## src/rtl/regfile_banked.sv

```systemverilog
// Banked general-purpose register file: one write port, two combinational
// read ports, a synchronous active-bank switch, optional write-through
// bypass, and a handshaked engine that streams out every register of a bank.
module regfile_banked #(
  parameter  int WIDTH  = 16,
  parameter  int NREGS  = 8,
  parameter  int NBANKS = 2,
  parameter  int BYPASS = 1,
  localparam int AW     = $clog2(NREGS),
  localparam int BW     = (NBANKS > 1) ? $clog2(NBANKS) : 1
) (
  input  logic             Clk,
  input  logic             Reset_n,
  input  logic             LD_REG,
  input  logic [AW-1:0]    DR,
  input  logic [AW-1:0]    SR1,
  input  logic [AW-1:0]    SR2,
  input  logic [WIDTH-1:0] In,
  output logic [WIDTH-1:0] SR1_Out,
  output logic [WIDTH-1:0] SR2_Out,
  input  logic             Bank_Sw,
  input  logic [BW-1:0]    Bank_Sel,
  output logic [BW-1:0]    Active_Bank,
  input  logic             Dump_Start,
  input  logic [BW-1:0]    Dump_Bank,
  output logic             Dump_Valid,
  input  logic             Dump_Ready,
  output logic [WIDTH-1:0] Dump_Data,
  output logic [AW-1:0]    Dump_Idx,
  output logic             Dump_Busy,
  output logic             Dump_Done
);

  localparam bit            BYP      = (BYPASS != 0);
  localparam logic [AW-1:0] LAST_IDX = AW'(NREGS - 1);

  typedef enum logic [1:0] {
    IDLE = 2'd0,
    SEND = 2'd1,
    DONE = 2'd2
  } dump_state_t;

  logic [WIDTH-1:0] regs [NBANKS][NREGS];
  logic [BW-1:0]    active_bank;

  dump_state_t      dump_state;
  logic [BW-1:0]    dump_bank_p1;
  logic [AW-1:0]    dump_idx_p1;
  logic [WIDTH-1:0] dump_data_p1;
  logic             dump_vld_p1;
  logic             dump_busy_p1;
  logic             dump_done_p1;

  // Storage: a write always lands in the bank that is active during this cycle
  always_ff @(posedge Clk or negedge Reset_n) begin
    if (!Reset_n) begin
      for (int b = 0; b < NBANKS; b++) begin
        for (int r = 0; r < NREGS; r++) begin
          regs[b][r] <= '0;
        end
      end
    end else if (LD_REG) begin
      regs[active_bank][DR] <= In;
    end
  end

  // Active bank register; takes effect on reads from the next cycle
  always_ff @(posedge Clk or negedge Reset_n) begin
    if (!Reset_n) begin
      active_bank <= '0;
    end else if (Bank_Sw) begin
      active_bank <= Bank_Sel;
    end
  end

  // Combinational read ports with optional forwarding of the write in flight
  always_comb begin
    SR1_Out = regs[active_bank][SR1];
    SR2_Out = regs[active_bank][SR2];
    if (BYP && LD_REG && (DR == SR1)) begin
      SR1_Out = In;
    end
    if (BYP && LD_REG && (DR == SR2)) begin
      SR2_Out = In;
    end
  end

  // Dump engine: captures one word per accepted handshake from its latched
  // bank; every output is registered so Dump_Ready never reaches them
  // combinationally, and a captured word ignores later writes to its source.
  always_ff @(posedge Clk or negedge Reset_n) begin
    if (!Reset_n) begin
      dump_state   <= IDLE;
      dump_bank_p1 <= '0;
      dump_idx_p1  <= '0;
      dump_data_p1 <= '0;
      dump_vld_p1  <= 1'b0;
      dump_busy_p1 <= 1'b0;
      dump_done_p1 <= 1'b0;
    end else begin
      case (dump_state)
        IDLE: begin
          dump_done_p1 <= 1'b0;
          if (Dump_Start) begin
            dump_bank_p1 <= Dump_Bank;
            dump_idx_p1  <= '0;
            dump_data_p1 <= regs[Dump_Bank][0];
            dump_vld_p1  <= 1'b1;
            dump_busy_p1 <= 1'b1;
            dump_state   <= SEND;
          end
        end
        SEND: begin
          if (dump_vld_p1 && Dump_Ready) begin
            if (dump_idx_p1 == LAST_IDX) begin
              dump_vld_p1  <= 1'b0;
              dump_done_p1 <= 1'b1;
              dump_state   <= DONE;
            end else begin
              dump_idx_p1  <= dump_idx_p1 + 1'b1;
              dump_data_p1 <= regs[dump_bank_p1][dump_idx_p1 + 1'b1];
            end
          end
        end
        DONE: begin
          dump_done_p1 <= 1'b0;
          dump_busy_p1 <= 1'b0;
          dump_state   <= IDLE;
        end
        default: begin
          dump_vld_p1  <= 1'b0;
          dump_busy_p1 <= 1'b0;
          dump_done_p1 <= 1'b0;
          dump_state   <= IDLE;
        end
      endcase
    end
  end

  assign Active_Bank = active_bank;
  assign Dump_Valid  = dump_vld_p1;
  assign Dump_Data   = dump_data_p1;
  assign Dump_Idx    = dump_idx_p1;
  assign Dump_Busy   = dump_busy_p1;
  assign Dump_Done   = dump_done_p1;

endmodule

```

## config.mk

```make
export PLATFORM = sky130hd
export DESIGN_NAME = regfile_banked
export DESIGN_NICKNAME = d
export VERILOG_FILES = /design/src/rtl/regfile_banked.sv
export SDC_FILE = /design/constraint.sdc
export NUM_CORES = 1
export LEC_CHECK = 0
export ABC_AREA = 0
export ABC_CLOCK_PERIOD_IN_PS = 2300
export CAP_MARGIN = 20
export CORE_ASPECT_RATIO = 1.25
export CORE_MARGIN = 8
export CORE_UTILIZATION = 38
export CTS_CLUSTER_DIAMETER = 50
export DETAILED_ROUTE_END_ITERATION = 10
export SYNTH_ARGS = -nofsm -noshare
export SYNTH_HDL_FRONTEND = slang
export SYNTH_SLANG_ARGS = --single-unit
export TNS_END_PERCENT = 20
```

## constraint.sdc

```tcl
create_clock -name Clk -period 2.3 [get_ports Clk]
set_input_delay 0.46 -clock Clk [delete_from_list [all_inputs] [get_ports Clk]]
set_output_delay 0.46 -clock Clk [all_outputs]
set_load 0.01 [all_outputs]
```

## Word-level counts from Yosys, hierarchy flattened

Cells that the tools add are included.

| storage, ports and cells | value |
|---|---|
| input port bits | 33 |
| register bits after elaboration | 282 |
| output and inout bits | 55 |
| logic and storage cells | 110 |

| operators by class | value |
|---|---|
| reductions and logical operators | 13 |
| multiplexer cells | 45 |
| $add $sub $neg | 1 |
| bitwise gates (word level) | 9 |
| eq/ne operators | 9 |
| $lt $le $gt $ge | 9 |

Operators with widths:

| kind | count |
|---|---|
| 128-bit two-way mux | 10 |
| 256-bit bitwise mux | 1 |
| 16-bit two-way mux | 12 |
| 16-bit binary-select mux with 3-bit select | 3 |
| 128-bit demux with 1-bit select | 1 |
| 16-bit demux with 3-bit select | 1 |
| 16-bit one-hot mux with 2 select lines | 1 |
| 4-bit >= comparator, second input constant | 4 |
| 3-bit inverter with 4-bit output | 4 |
| 3-bit two-way mux | 3 |
| 2-bit != test, second input constant | 4 |
| 4-bit AND reduction | 2 |
| 3-bit equality test | 2 |
| 2-bit >= comparator, second input constant | 3 |
| 1-bit two-way mux | 6 |
| 2-bit two-way mux | 3 |
| 1-bit inverter with 2-bit output | 3 |
| 3-bit one-hot mux with 2 select lines | 1 |
| 2-bit AND reduction | 3 |
| 1-bit logical AND | 5 |
| 4-bit by 1-bit less-than comparator with 1-bit output, second input constant | 1 |
| 2-bit one-hot mux with 2 select lines | 1 |
| 3-bit by 1-bit adder with 3-bit output, second input constant | 1 |
| 3-bit equality test, second input constant | 1 |
| 9 further kinds | 10 |

## Depth between registers and ports, before layout

| logic depth | value |
|---|---|
| word-level depth | 10 |
| gate-level depth with buffers | 8 |
| mapped depth without buffers | 6 |

## Worst setup path before layout

OpenSTA, ideal clock, no wires.

| timing path | value |
|---|---|
| path type | input to output |
| start point | in SR1[0] |
| end point | out SR1_Out[14] |
| arrival | 1.795 ns |
| buffers on the path | 3 |
| data required time | 1.840 ns |
| cell stages on the path | 7 |
| setup slack | 0.045 ns |
| path through | buf_2 -> buf_4 -> buf_6 -> mux4_2 -> o22ai_1 -> a211oi_1 -> a21o_1 |

| between the ends | value |
|---|---|
| word-level cells in the longest chain between the ends | 5 |
| elaborated cells between the ends (all ways) | 7 |

Ends and longest elaborated chain:

| element | line | source |
|---|---|---|
| from (decl) | 16 | `input logic [AW-1:0] SR1,` |
| 3-bit inverter with 4-bit output (implied by the code) | 78 | `SR1_Out = regs[active_bank][SR1];` |
| 16-bit binary-select mux with 3-bit select | 78 |  |
| 16-bit two-way mux (implied by the code) (2 in a row) | 78 |  |
| 16-bit two-way mux * | 80 | `if (BYP && LD_REG && (DR == SR1)) begin` |
| to (decl) | 19 | `output logic [WIDTH-1:0] SR1_Out,` |

Every way passes the cells marked *; elsewhere a longest branch is shown, timed or not. The select of a mux whose other input is x is not followed.

## Worst setup path after layout

| timing path | value |
|---|---|
| start point | reg regs[13] in the netlist's numbering |
| end point | out SR2_Out[13] |

| between the ends | value |
|---|---|
| word-level cells in the longest chain between the ends | 7 |

Ends and longest elaborated chain:

| element | line | source |
|---|---|---|
| from (decl) | 43 | `logic [WIDTH-1:0] regs [NBANKS][NREGS];` |
| from (signal, indexed assignment) | 63 | `regs[active_bank][DR] <= In;` |
| 128-bit two-way mux (implied by the code) (3 in a row) | 79 | `SR2_Out = regs[active_bank][SR2];` |
| 16-bit binary-select mux with 3-bit select | 79 |  |
| 16-bit two-way mux (implied by the code) (2 in a row) | 79 |  |
| 16-bit two-way mux | 83 | `if (BYP && LD_REG && (DR == SR2)) begin` |
| to (decl) | 20 | `output logic [WIDTH-1:0] SR2_Out,` |

Every way passes these cells. The select of a mux whose other input is x is not followed.

==> flow_metrics.py <==
metrics = {
    "outcome": {
        "status": "finished, violations left",
        "violations": "setup timing",
    },
    "global_routing": {
        "antenna_found_initial": 0,
        "grt_pass1_wl_um": 93400,
        "grt_usage_pct": 23.8,
        "grt_start_max_net_pins": 68,
        "grt_pass1_vias": 14400,
        "globalRouteOverflowTotal": 0,
    },
    "timing": {
        "setup_ws_ns": -0.313,
        "max_freq_mhz": 383,
        "holdWs_ns": 0.475,
        "rsz0062_at_grt": "true",
        "setup_viol": 32,
        "period_needed_ns": 2.61,
        "worst_pin_slew_ns": 0.558,
        "min_period_over_period_pct": 114,
        "hold_violations": 0,
        "fin_skew_ns": 0.0150,
        "relSlewSlack_pct": 62.8,
        "drv_slew": 0,
    },
    "power_and_ir_drop": {
        "power_density_nw_per_um2": 1150,
        "leakage_nw": 10.1,
        "ir_drop_uv": 566,
    },
    "cells_and_area": {
        "areaGrowthSynthToFinish_pct": 35.7,
        "diodes": 0,
        "final_core_util_pct": 52.0,
        "drive_gt1_share_pct": 60.5,
        "finalNonFillerCells": 2179,
        "fin_nets": 1607,
    },
    "critical_path": {
        "critPathTopFamily": "multiplexers",
        "crit_fanout": 3,
        "r2r_slack_ns": 0.11,
        "worst_path_largest_cell_delay_ns": 0.48,
        "rr_endpoint": "Dump_Data[3]",
        "cp_slowest_cell": "mux4_2",
        "critPathKind": "flip-flop to output pin",
        "path_cells": "mux4_2 > mux2i_1 > buf_4 > a211oi_4 > a21o_1 > buf_2",
        "critPathArrivalTime_ns": 2.15,
        "worstRegToRegCells": 6,
        "crit_buf_inv": 2,
        "critPathRequiredTime_ns": 1.84,
        "end_kind": "output pin",
        "cp-start-kind": "flip-flop",
        "rr_startpoint": "Dump_Idx[1]",
    },
    "die": {
        "die_x_um": 207,
        "initial_core_util_pct": 38.4,
        "die_h_um": 254,
        "rows": 87,
        "core_um2": 45100,
        "io_pins": 88,
        "die_area_um2": 52600,
    },
    "worst_hold_path": {
        "hold_path.class": "primary input to async pin",
    },
    "drt": {
        "drtPass1Iterations": 5,
        "antenna_left": 0,
        "drt_iter0_drc": 1044,
        "detail_route.wl_per_cell_um": 28.4,
        "drt-total-wl_um": 61900,
        "vias_per_cell": 6.10,
        "drc": 0,
        "vias": 13300,
    },
    "synthesis": {
        "netlist_area_um2": 17300,
        "synth_area_leader_cell": "dfrtp_1",
        "netlist_instances": 1219,
        "synth.ff_latch_count": 282,
        "async_flop_share_pct": 100,
        "syn_nets": 1254,
        "yosys_warnings": 0,
        "yosys-top-cells-count": "dfrtp_1 (282), mux2_2 (229), mux4_2 (160)",
        "yosysUniqueCellTypes": 41,
        "synth.avg_cell_area_um2": 14.2,
        "ys_dominant_reg_cell": "dfrtp_1",
        "yosysMostFrequentCell": "dfrtp_1",
        "yosysSeqAreaShare_pct": 40.8,
        "synthTopCellsByArea": "dfrtp_1 (41%), mux4_2 (21%), mux2_2 (15%)",
        "synthDominantCellAreaShare_pct": 40.8,
        "synth_enable_flop_cells": 0,
    },
    "place": {
        "pre_cts_ws_ns": -1.06,
        "hpwl_um": 42000,
        "gp_congestion": 0.854,
        "dp.cells": 2081,
        "io_buffer_count": 87,
    },
    "clocking": {
        "clkSinkCount": 282,
        "htreeDepth": 2,
        "root_buffer": "clkbuf_16",
        "clk_latency_ns": 0.54,
        "cts.path.max_buffers": 3,
        "cts_buffers": 38,
        "cts_tree": "built",
        "clk_pin_slew_worst_paths_ns": 0.06,
    },
    "job": {
        "maxCapViolCount": 0,
    },
}
## power by group
group          total (mW)  switching (mW)  internal (mW)
clock network        6.21            2.40           3.81
registers            7.82            1.40           6.41
logic                12.9            5.62           7.26
## routing by layer
metal	GRT usage, %	up-vias	wire (um)
met5	0	-	0
met4	12.6	0	3370
met3	4.14	170	3690
met2	40.0	547	30800
met1	29.0	7008	24100
li1	-	5564	-
## cell families after synthesis
| logic type | after synthesis | synth area share, % |
|---|---|---|
| xor+xnor | 6 | 0.304 |
| simple gates | 80 | 2.55 |
| flops | 282 | 40.8 |
| mux | 531 | 44.9 |
| buf+inv | 132 | 3.87 |
| compound gates | 186 | 7.44 |
| fa+ha+maj | 2 | 0.145 |
## worst max-delay path by stage
| stage | slack [ns] | startpoint | to | depth (start not counted) |
|---|---|---|---|---|
| after global placement | -1.06 | SR2[1] | SR2_Out[13] | 9 |
| after floorplan | 0.05 | SR1[0] | SR1_Out[14] | 7 |
| after detailed placement | -1.06 | DR[0] | SR1_Out[13] | 7 |
| final | -0.31 | regs[13] | SR2_Out[13] | 6 |
| after global routing | -0.37 | regs[59] | SR1_Out[11] | 6 |
| after CTS | -0.33 | regs[13] | SR2_Out[13] | 6 |
## cell type report
| class | instances | area (um^2) |
|---|---|---|
| Clock buffer | 52 | 1130 |
| Clock inverter | 17 | 196 |
| Fill cell | 3845 | 21600 |
| Inverter | 4 | 15.0 |
| Multi-Input combinational cell | 805 | 10100 |
| Sequential cell | 282 | 7060 |
| Tap cell | 578 | 723 |
| Timing Repair Buffer | 441 | 4190 |
## sequential cells by signal, summed over array words and instances (netlist names)
| signal | cells |
|---|---|
| Dump_Idx | 3 |
| Dump_Valid | 1 |
| Dump_Data | 16 |
| Dump_Busy | 1 |
| regs | 256 |
| dump_bank_p1 | 1 |
| dump_state | 2 |
| Dump_Done | 1 |
| Active_Bank | 1 |
## per-stage QoR
step           setup TNS [ns]  instance area, um^2  power, mW
2_1_floorplan               0                17300       14.7
5_1_grt                 -9.91                23400       28.1
3_5_place_dp           -39.18                21300       20.1
6_report                -7.97                23400       26.9
3_3_place_gp           -39.98                21300       19.8
4_1_cts                 -8.37                23300       26.8
## worst reg2reg max path: stages, from the launching register on
cell	delay [ns]
dfrtp_1	0.44
ha_4	0.45
or3b_2	0.50
buf_4	0.24
o22ai_1	0.26
nor2_1	0.08
a31oi_1	0.16
## layout by cell type (no fill, tap or decap), types with 11 or more instances in the layout
cell type and count:
a211oi_2 26, a21o_1 32, a22oi_1 16, a31oi_1 16, buf_12 54, buf_2 21
buf_4 292, buf_6 20, clkbuf_16 41, clkdlybuf4s50_1 44, dfrtp_1 281, mux2_2 229
mux2_4 30, mux2i_1 101, mux4_2 160, nand3_1 18, nor2_1 19, o22ai_1 38
o22ai_2 11, o22ai_4 15, o31ai_1 17
## repair_timing
item                                    CTS  global route
setup buffers                            31             3
cloned                                    2             0
endpoints found under the hold margin    51             0
hold buffers                              1             0
endpoints found under the setup margin   33            32
gates resized for setup                 233            24
pin swaps                                23            13
(Power assumes the default switching activity.)
